$ cat src/rtl/if_fetch_ctrl.sv
// IF-stage fetch sequencer: owns the PC, runs a req/ack handshake to instruction memory,
// and applies freeze stalls and branch redirects, including squashing an in-flight fetch.
module if_fetch_ctrl #(
  parameter int unsigned       ADDR_W   = 32,
  parameter int unsigned       INSTR_W  = 32,
  parameter logic [ADDR_W-1:0] RESET_PC = '0,
  parameter logic [ADDR_W-1:0] PC_STEP  = ADDR_W'(4)
) (
  input  logic               clk,
  input  logic               rst,
  input  logic               freeze,
  input  logic               Branch_taken,
  input  logic [ADDR_W-1:0]  BranchAddr,
  output logic               imem_req,
  output logic [ADDR_W-1:0]  imem_addr,
  input  logic               imem_ack,
  input  logic [INSTR_W-1:0] imem_rdata,
  output logic [ADDR_W-1:0]  PC,
  output logic [INSTR_W-1:0] Instruction,
  output logic               if_valid
);

  typedef enum logic [1:0] {
    S_IDLE,
    S_REQ,
    S_HOLD,
    S_DROP
  } state_t;

  state_t              state_q, state_d;
  logic [ADDR_W-1:0]   pc_q, pc_d;
  logic [ADDR_W-1:0]   drop_addr_q, drop_addr_d;
  logic [INSTR_W-1:0]  buf_q, buf_d;
  logic [ADDR_W-1:0]   pc_out_q, pc_out_d;
  logic [INSTR_W-1:0]  instr_q, instr_d;
  logic                valid_q, valid_d;

  logic [ADDR_W-1:0]   pc_inc;
  logic [ADDR_W-1:0]   br_tgt;

  assign pc_inc = pc_q + PC_STEP;
  assign br_tgt = BranchAddr & ~ADDR_W'(3);

  always_ff @(posedge clk) begin
    if (!rst) begin
      state_q     <= S_IDLE;
      pc_q        <= RESET_PC;
      drop_addr_q <= RESET_PC;
      buf_q       <= '0;
      pc_out_q    <= '0;
      instr_q     <= '0;
      valid_q     <= 1'b0;
    end else begin
      state_q     <= state_d;
      pc_q        <= pc_d;
      drop_addr_q <= drop_addr_d;
      buf_q       <= buf_d;
      pc_out_q    <= pc_out_d;
      instr_q     <= instr_d;
      valid_q     <= valid_d;
    end
  end

  always_comb begin
    state_d     = state_q;
    pc_d        = pc_q;
    drop_addr_d = drop_addr_q;
    buf_d       = buf_q;
    pc_out_d    = pc_out_q;
    instr_d     = instr_q;
    valid_d     = 1'b0;

    if (Branch_taken) begin
      pc_d = br_tgt;
      unique case (state_q)
        S_REQ: begin
          // An unacknowledged fetch must finish at its original address before retargeting.
          if (imem_ack) begin
            state_d = S_REQ;
          end else begin
            state_d     = S_DROP;
            drop_addr_d = pc_q;
          end
        end
        S_DROP:  state_d = S_DROP;
        default: state_d = S_REQ;
      endcase
    end else begin
      unique case (state_q)
        S_IDLE: state_d = S_REQ;
        S_REQ: begin
          if (imem_ack) begin
            pc_d = pc_inc;
            if (freeze) begin
              buf_d   = imem_rdata;
              state_d = S_HOLD;
            end else begin
              instr_d  = imem_rdata;
              pc_out_d = pc_inc;
              valid_d  = 1'b1;
            end
          end
        end
        S_HOLD: begin
          // pc_q has already advanced past the buffered word, so it is the PC to present.
          if (!freeze) begin
            instr_d  = buf_q;
            pc_out_d = pc_q;
            valid_d  = 1'b1;
            state_d  = S_REQ;
          end
        end
        S_DROP: begin
          if (imem_ack) begin
            state_d = S_REQ;
          end
        end
        default: state_d = S_IDLE;
      endcase
    end
  end

  assign imem_req    = (state_q == S_REQ) || (state_q == S_DROP);
  assign imem_addr   = (state_q == S_DROP) ? drop_addr_q : pc_q;
  assign PC          = pc_out_q;
  assign Instruction = instr_q;
  assign if_valid    = valid_q;

endmodule

$ cat config.mk
export PLATFORM = sky130hd
export DESIGN_NAME = if_fetch_ctrl
export DESIGN_NICKNAME = d
export VERILOG_FILES = /design/src/rtl/if_fetch_ctrl.sv
export SDC_FILE = /design/constraint.sdc
export NUM_CORES = 1
export LEC_CHECK = 0
export BUFFER_PORTS_ARGS = -buffer_cell sky130_fd_sc_hd__buf_4
export CAP_MARGIN = 20
export CORE_MARGIN = 5
export CORE_UTILIZATION = 54
export DETAILED_ROUTE_END_ITERATION = 6
export PLACE_DENSITY = 0.82
export RECOVER_POWER = 100
export SYNTH_ARGS = -nofsm -noshare
export SYNTH_HDL_FRONTEND = slang
export SYNTH_SLANG_ARGS = --single-unit
$ cat constraint.sdc
create_clock -name clk -period 2.55 [get_ports clk]
set_input_delay 0.51 -clock clk [delete_from_list [all_inputs] [get_ports clk]]
set_output_delay 0.51 -clock clk [all_outputs]
set_load 0.05 [all_outputs]
After elaboration in Yosys (flattened, before gate mapping)
Index checks and enable logic that the tools add are counted.
- register bits after elaboration: 163
- input bits: 69
- word-level logic and storage cells: 57
- $add $sub $neg: 1
- equality and inequality tests: 10
- muxes and demuxes: 23
- bitwise operators: 3
- reductions and logical operators: 12
- operators with widths (kind ; count):
    32-bit 2-to-1 mux ; 10
    32-bit case mux with 2 select lines ; 2
    32-bit by 3-bit adder with 32-bit output, second input constant ; 1
    2-bit 2-to-1 mux ; 6
    3-bit inequality test, second input constant ; 4
    2-bit case mux with 4 select lines ; 1
    4-bit AND reduction ; 2
    2-bit inequality test, second input constant ; 3
    2-bit nonzero test ; 3
    5-bit AND reduction ; 1
    2-bit == test, second input constant ; 2
    2-bit case mux with 2 select lines ; 1
    2-bit AND reduction ; 2
    1-bit inverter ; 3
    3-bit AND reduction ; 1
    2-bit by 1-bit == test with 1-bit output, second input constant ; 1
    2-bit zero test ; 1
    1-bit 2-to-1 mux ; 2
    1-bit case mux with 2 select lines ; 1
    2-bit OR reduction ; 1
    1-bit logical OR ; 1

Longest topological paths before layout
Gate-level depths: netlist of the first run.
- word-level depth: 4
- gate-level depth with buffers: 10
- gate-level depth less buffers: 6

Worst setup path after synthesis of the first run
OpenSTA, ideal clock, no wires.
- path kind: register to output
- start: register state_q[0]
- end: output port imem_addr[10]
- arrival: 2.019 ns
- data required time: 2.040 ns
- setup slack: 0.021 ns
- stages on the path, launching flop included: 5
- buffers on the path: 2
- path through: dfxtp_1 ha_1 clkbuf_1 buf_1 o21ai_0
- word-level cells in the longest chain between the ends: 2
- ends and longest elaborated chain (item ; line ; source):
    start: declaration ; 30 ; state_t state_q, state_d;
    start signal: assignment ; 54 ; state_q <= state_d;
    2-bit == test ; 124 ; assign imem_addr = (state_q == S_DROP) ? drop_addr_q : pc_q;
    32-bit 2-to-1 mux ; 124 ;
    end: declaration ; 15 ; output logic [ADDR_W-1:0] imem_addr,
Every way passes these cells.

Final worst setup path of the first run
- start: register state_q[0]
- end: output port imem_addr[3]
Same word-level chain as after synthesis.

==> impl_metrics.csv, run 1 <==
group,metric,value,unit
timing,tns,0,ns
power,switching_share,31.31,%
floorplanning,coreArea,0.01399,mm2
critical_path,path_max_fanout,24,
timing,setup_viol,0,
critical_path,reg2reg_to,"pc_q[23]",
power,intPower,4.468,mW
clock_tree,post_cts_buffers,0,
logic_synthesis,synthSimpleGateAreaFrac,22.55,%
floorplanning,fp.dieW,130.0,um
logic_synthesis,synth_top_family_by_area,"simple AND/OR/NAND/NOR gates",
timing,rsz0062_at_grt,"no",
power,p_seq_share,42.0,%
power,p_leak,3.316,nW
logic_synthesis,syn_inst,944,
grt,grt_max_degree,93,
timing,finalCriticalPeriod,2.418,ns
clock_tree,numCtsBuffers,17,
run_status,status,"completed",
floorplanning,rows,43,
power,power.share.clock,37.6,%
clock_tree,cts_tree,"yes",
run,drv_cap,0,
timing,finalHoldViolations,0,
logic_synthesis,synth-compound-area-share,18.31,%
critical_path,reg2reg_depth,6,
layout,antenna_cells,0,
timing,fin_ws,0.1316,ns
critical_path,cp-end-kind,"output pin",
layout,drive_gt1_share,18.48,%
clock_tree,htreeDepth,4,
timing,skew,0.005490,ns
power,power_density,694.8,mW/mm2
power,finalPower,6.506,mW
logic_synthesis,synth_ff_type,"dfxtp_1",
clock_tree,root_buffer,"clkbuf_16",
floorplanning,die_area,0.01690,mm2
logic_synthesis,synthTopCellsByArea,"dfxtp_1, nand2_1, a21oi_1",
power,ir_worst_vdd,504.7,uV
logic_synthesis,yosysWarningCount,0,
clock_tree,clk_latency,0.42,ns
critical_path,cpMaxStageDelayCell,"mux2_2",
timing,fin_crit_sh,94.84,%
power,combPwrFrac,20.4,%
timing,maxSlewViolCount,0,
layout,fin_util,66.94,%
critical_path,crit_chain,"ha_1 -> buf_4 -> mux2_2 -> clkbuf_4",
timing,relSlewSlack,32.42,%
critical_path,cp.arrival,1.91,ns
grt,grt_pass1_vias,7058,
clock_tree,clock_sinks,157,
logic_synthesis,synth_edf_count,0,
logic_synthesis,yosys.area.top_type_share,40.42,%
power,switchingPower,2.037,mW
hold_path,whs_endpoint,"buf_q[14]",
place,finalWeightedCongestion,0.8973,
hold_path,hold_class,"input pin to register",
critical_path,worstSetupPathType,"register to output pin",
layout,final_nets,1140,
grt,track_usage,25.89,%
logic_synthesis,yosys.area_share.adder,0.6437,%
place,place_ws,0.3245,ns
drt,drc,0,
critical_path,r2r_start,"state_q[0]",
drt,vias,7503,
floorplanning,pin_count,167,
logic_synthesis,synthMuxAreaShare,8.416,%
logic_synthesis,synth_seq_cells,157,
logic_synthesis,syn-cell-area,0.007775,mm2
grt,grt_pass1_wl,35020,um
logic_synthesis,yosysSeqAreaShare,40.42,%
hold_path,hold_depth,3,
logic_synthesis,synth.distinct_cells,60,
logic_synthesis,synth_common_cells,"dfxtp_1, nand2_1, a21oi_1",
place,dp_hpwl,14940,um
drt,routedWlPerCell,17.63,um
drt,via_per_inst,5.969,
clock_tree,cts_resized,0,
timing,fmax,413.5,MHz
logic_synthesis,synth_top_area_cell,"dfxtp_1",
critical_path,critPathLaunchType,"register",
clock_tree,path_clk_slew,0.06,ns
floorplanning,initial_core_util,55.58,%
grt,grt_overflow,0,
logic_synthesis,synth_most_common_cell,"dfxtp_1",
drt,ant_nets,0,
clock_tree,hold_buffers,0,
critical_path,required,2.04,ns
drt,drtPass1Iterations,7,
critical_path,slowest_delay,0.39,ns
logic_synthesis,synthXorXnorAreaFrac,2.591,%
layout,syn_to_final_growth,20.44,%
logic_synthesis,async_flop_share,0,%
floorplanning,die_h,130.0,um
logic_synthesis,syn_area_per_cell,8.236,um2
hold_path,min-delay-start,"imem_rdata[14]",
clock_tree,cts_buffer_depth,2,
grt,antenna_found_initial,0,
critical_path,reg2reg_slack,0.23,ns
place,portBuffers,160,
drt,drtIter0Drc,649,
drt,wl,22160,um
timing,worst_slew_pin_slew,1.014,ns
registers in the layout, summed over array words and instances (netlist names):
signal	cells
drop_addr_q	30
Instruction	32
state_q	2
if_valid	1
pc_q	30
buf_q	32
PC	30
power by group through the flow:
stage / Clock (mW) / Sequential (mW) / Combinational, mW
after floorplan: 0 / 3.05 / 0.700
after global placement: 0 / 2.78 / 1.40
after detailed placement: 0 / 2.78 / 1.42
after CTS: 2.46 / 2.73 / 1.43
after global routing: 2.57 / 2.75 / 1.42
final: 2.45 / 2.73 / 1.33
routing by layer:
metal | part of all wire [%] | global-route usage, % | vias to the layer above
met1 | 43 | 34.63 | 3492
met3 | 7.3 | 5.894 | 61
met5 | 0 | 0 | -
met4 | 3.3 | 10.02 | 0
li1 | - | - | 3621
met2 | 46 | 40.86 | 329
how the worst max path moves through the flow:
stage | startpoint | end | cells after the start
final | state_q[0] | imem_addr[3] | 4
after global routing | state_q[0] | imem_addr[25] | 4
after CTS | state_q[0] | imem_addr[5] | 4
after detailed placement | pc_q[15] | PC[26] | 4
after global placement | pc_q[15] | PC[26] | 4
after floorplan | state_q[0] | imem_addr[10] | 4
placed cells by master (no fill, tap or decap), drive strengths merged, types with 27 or more instances in the layout:
| cell | n |
|---|---|
| nor2 | 57 |
| mux2 | 27 |
| mux2i | 35 |
| buf | 103 |
| nand2 | 150 |
| clkbuf | 123 |
| o21ai | 51 |
| a21oi | 88 |
| dfxtp | 157 |
| a211oi | 42 |
critical path, delay by kind of cell (launching register included):
kind | cells | cell delay (ns)
buf+inv | 2 | 0.52
mux | 1 | 0.39
flops | 1 | 0.37
fa+ha+maj | 1 | 0.18
through the flow:
step / hold slack [ns] / area (um2) / cells
2_1_floorplan: 0.4329 / 7786 / 947
3_3_place_gp: 0.4377 / 9092 / 1228
3_5_place_dp: 0.4441 / 9092 / 1228
4_1_cts: 0.3306 / 9661 / 1257
5_1_grt: 0.3334 / 9364 / 1257
6_report: 0.3408 / 9364 / 1257
kinds of logic (layout without fill, tap and decap cells):
logic type,after synthesis,in the layout
adder cells (fa/ha/maj),4,4
other,1,4
XOR/XNOR,23,23
AND/OR/NAND/NOR,353,353
flip-flops,157,157
multiplexers,62,62
buffers and inverters,111,241
AO/OA/AOI/OAI,233,233
area by class of cell:
type	instances	area, um2
multi-input cells	679	4110
inverters	9	35.03
flip-flops and latches	157	3143
clock buffers	23	508.0
clock inverters	6	60.06
fillers	1212	4624
well taps	180	225.2
repair buffers	203	1282
No activity file was read; power rests on OpenSTA's default activity.
==> inputs of run 2 (changes only) <==
Settings changed: CORE_ASPECT_RATIO set to 0.6.
==> run 2 against run 1 <==
Count of clock-buffer cells in the layout is 5 lower. Routed wire length is 2.6% higher. Sequential share of layout area is 0.12 points higher. Utilization is 1.7 points lower. Cell area is 0.35% lower. Flip-flop and latch count stayed put. Register-to-register slack hardly changed. Via count is 0.20% higher. Global-route usage is 0.61 points higher. Worst setup slack better by 0.00080 ns. Combinational power hardly changed. Fmax hardly changed. Critical endpoint is now imem_addr[7]. Largest cell class unchanged.
==> impl_metrics.csv, run 2 (synthesis gave the netlist of run 1 again) <==
group,metric,value,unit
clock_tree,hold_buffers,0,
critical_path,path_max_fanout,36,
grt,antenna_found_initial,0,
layout,fin_util,65.28,%
floorplanning,pin_count,167,
drt,drtIter0Drc,760,
critical_path,critPathLaunchType,"register",
critical_path,required,2.04,ns
critical_path,reg2reg_slack,0.22,ns
drt,wl,22740,um
hold_path,min-delay-start,"imem_rdata[12]",
drt,routedWlPerCell,17.86,um
timing,fin_crit_sh,94.81,%
place,dp_hpwl,15480,um
floorplanning,fp.dieW,164.9,um
timing,tns,0,ns
timing,fmax,413.6,MHz
place,finalWeightedCongestion,0.8965,
clock_tree,cts_resized,0,
hold_path,hold_depth,3,
drt,vias,7518,
clock_tree,numCtsBuffers,17,
clock_tree,path_clk_slew,0.07,ns
critical_path,reg2reg_to,"PC[19]",
clock_tree,root_buffer,"clkbuf_16",
place,dpl_cell_area,0.009110,mm2
power,ir_worst_vdd,448.2,uV
clock_tree,cts_tree,"yes",
timing,rsz0062_at_grt,"no",
floorplanning,rows,34,
clock_tree,post_cts_buffers,0,
timing,finalCriticalPeriod,2.418,ns
clock_tree,htreeDepth,4,
power,p_leak,3.287,nW
grt,track_usage,26.50,%
hold_path,hold_class,"input pin to register",
layout,layout_common_cells,"dfxtp_1, nand2_1, buf_4",
floorplanning,die_area,0.01698,mm2
timing,setup_viol,0,
grt,grt_pass1_vias,6890,
clock_tree,clock_sinks,157,
layout,stdcell_area,0.009331,mm2
run,drv_cap,0,
run_status,status,"completed",
timing,maxSlewViolCount,0,
layout,fill_cells,1276,
critical_path,cp.arrival,1.91,ns
grt,grt_pass1_wl,35930,um
drt,via_per_inst,5.906,
critical_path,worstSetupPathType,"register to output pin",
timing,finalHoldViolations,0,
floorplanning,initial_core_util,54.39,%
layout,syn_to_final_growth,20.02,%
critical_path,cp-end-kind,"output pin",
place,portBuffers,160,
clock_tree,clk_latency,0.42,ns
critical_path,r2r_start,"state_q[0]",
drt,drc,0,
timing,worst_slew_pin_slew,0.7283,ns
grt,grt_max_degree,71,
hold_path,whs_endpoint,"buf_q[12]",
power,power_density,698.6,mW/mm2
drt,ant_nets,0,
critical_path,reg2reg_depth,8,
drt,drtPass1Iterations,5,
layout,final_nets,1136,
floorplanning,coreArea,0.01429,mm2
layout,layout_commonest_cell,"dfxtp_1",
timing,relSlewSlack,51.45,%
layout,drive_gt1_share,18.51,%
clock_tree,cts_buffer_depth,2,
timing,skew,0.01432,ns
layout,antenna_cells,0,
grt,grt_overflow,0,
floorplanning,die_h,102.9,um
## run 2: critical path, stage by stage, from the launching register on
cell and delay (ns):
dfxtp_1 0.39, ha_1 0.22, buf_12 0.24, mux2_2 0.38
clkbuf_2 0.24
## run 2: report_power, final
part	internal [mW]	total (mW)	leakage (nW)	switching, mW
sequential	2.60	2.74	1.28	0.134
combinational	0.374	1.32	1.73	0.944
clock	1.39	2.47	0.270	1.08
total	4.37	6.52	3.29	2.15
## run 2: metal layers
metal / GRT usage [%] / wire (um) / share of wire [%]
met1: 38.80 / 10420 / 46
met2: 39.79 / 9934 / 44
met5: 0 / 0 / 0
met4: 7.540 / 254 / 1.1
met3: 5.314 / 2131 / 9.4
## run 2: worst max-delay path by stage
stage,start,to
finish,state_q[1],imem_addr[7]
global route,state_q[0],PC[29]
CTS,state_q[0],imem_addr[3]
detailed placement,pc_q[15],PC[26]
global placement,pc_q[15],PC[26]
floorplan,state_q[0],imem_addr[10]
## run 2: area by class of cell
cell class	count	area [um2]	share of cell area, %
Tap cell	198	247.7	2.655
Timing Repair Buffer	199	1222	13.10
Sequential cell	157	3143	33.68
Clock buffer	18	439.2	4.706
Clock inverter	13	131.4	1.408
Multi-Input combinational cell	679	4113	44.07
Inverter	9	35.03	0.3754
## run 2: stage by stage
step | hold slack (ns) | instances | setup WS [ns] | power [mW]
after floorplan | 0.4329 | 947 | 0.02102 | 3.748
after global placement | 0.4380 | 1242 | 0.3692 | 4.181
after detailed placement | 0.4428 | 1242 | 0.3502 | 4.206
after CTS | 0.3322 | 1273 | 0.1698 | 6.646
after global routing | 0.3336 | 1273 | 0.06250 | 6.749
final | 0.3440 | 1273 | 0.1324 | 6.519
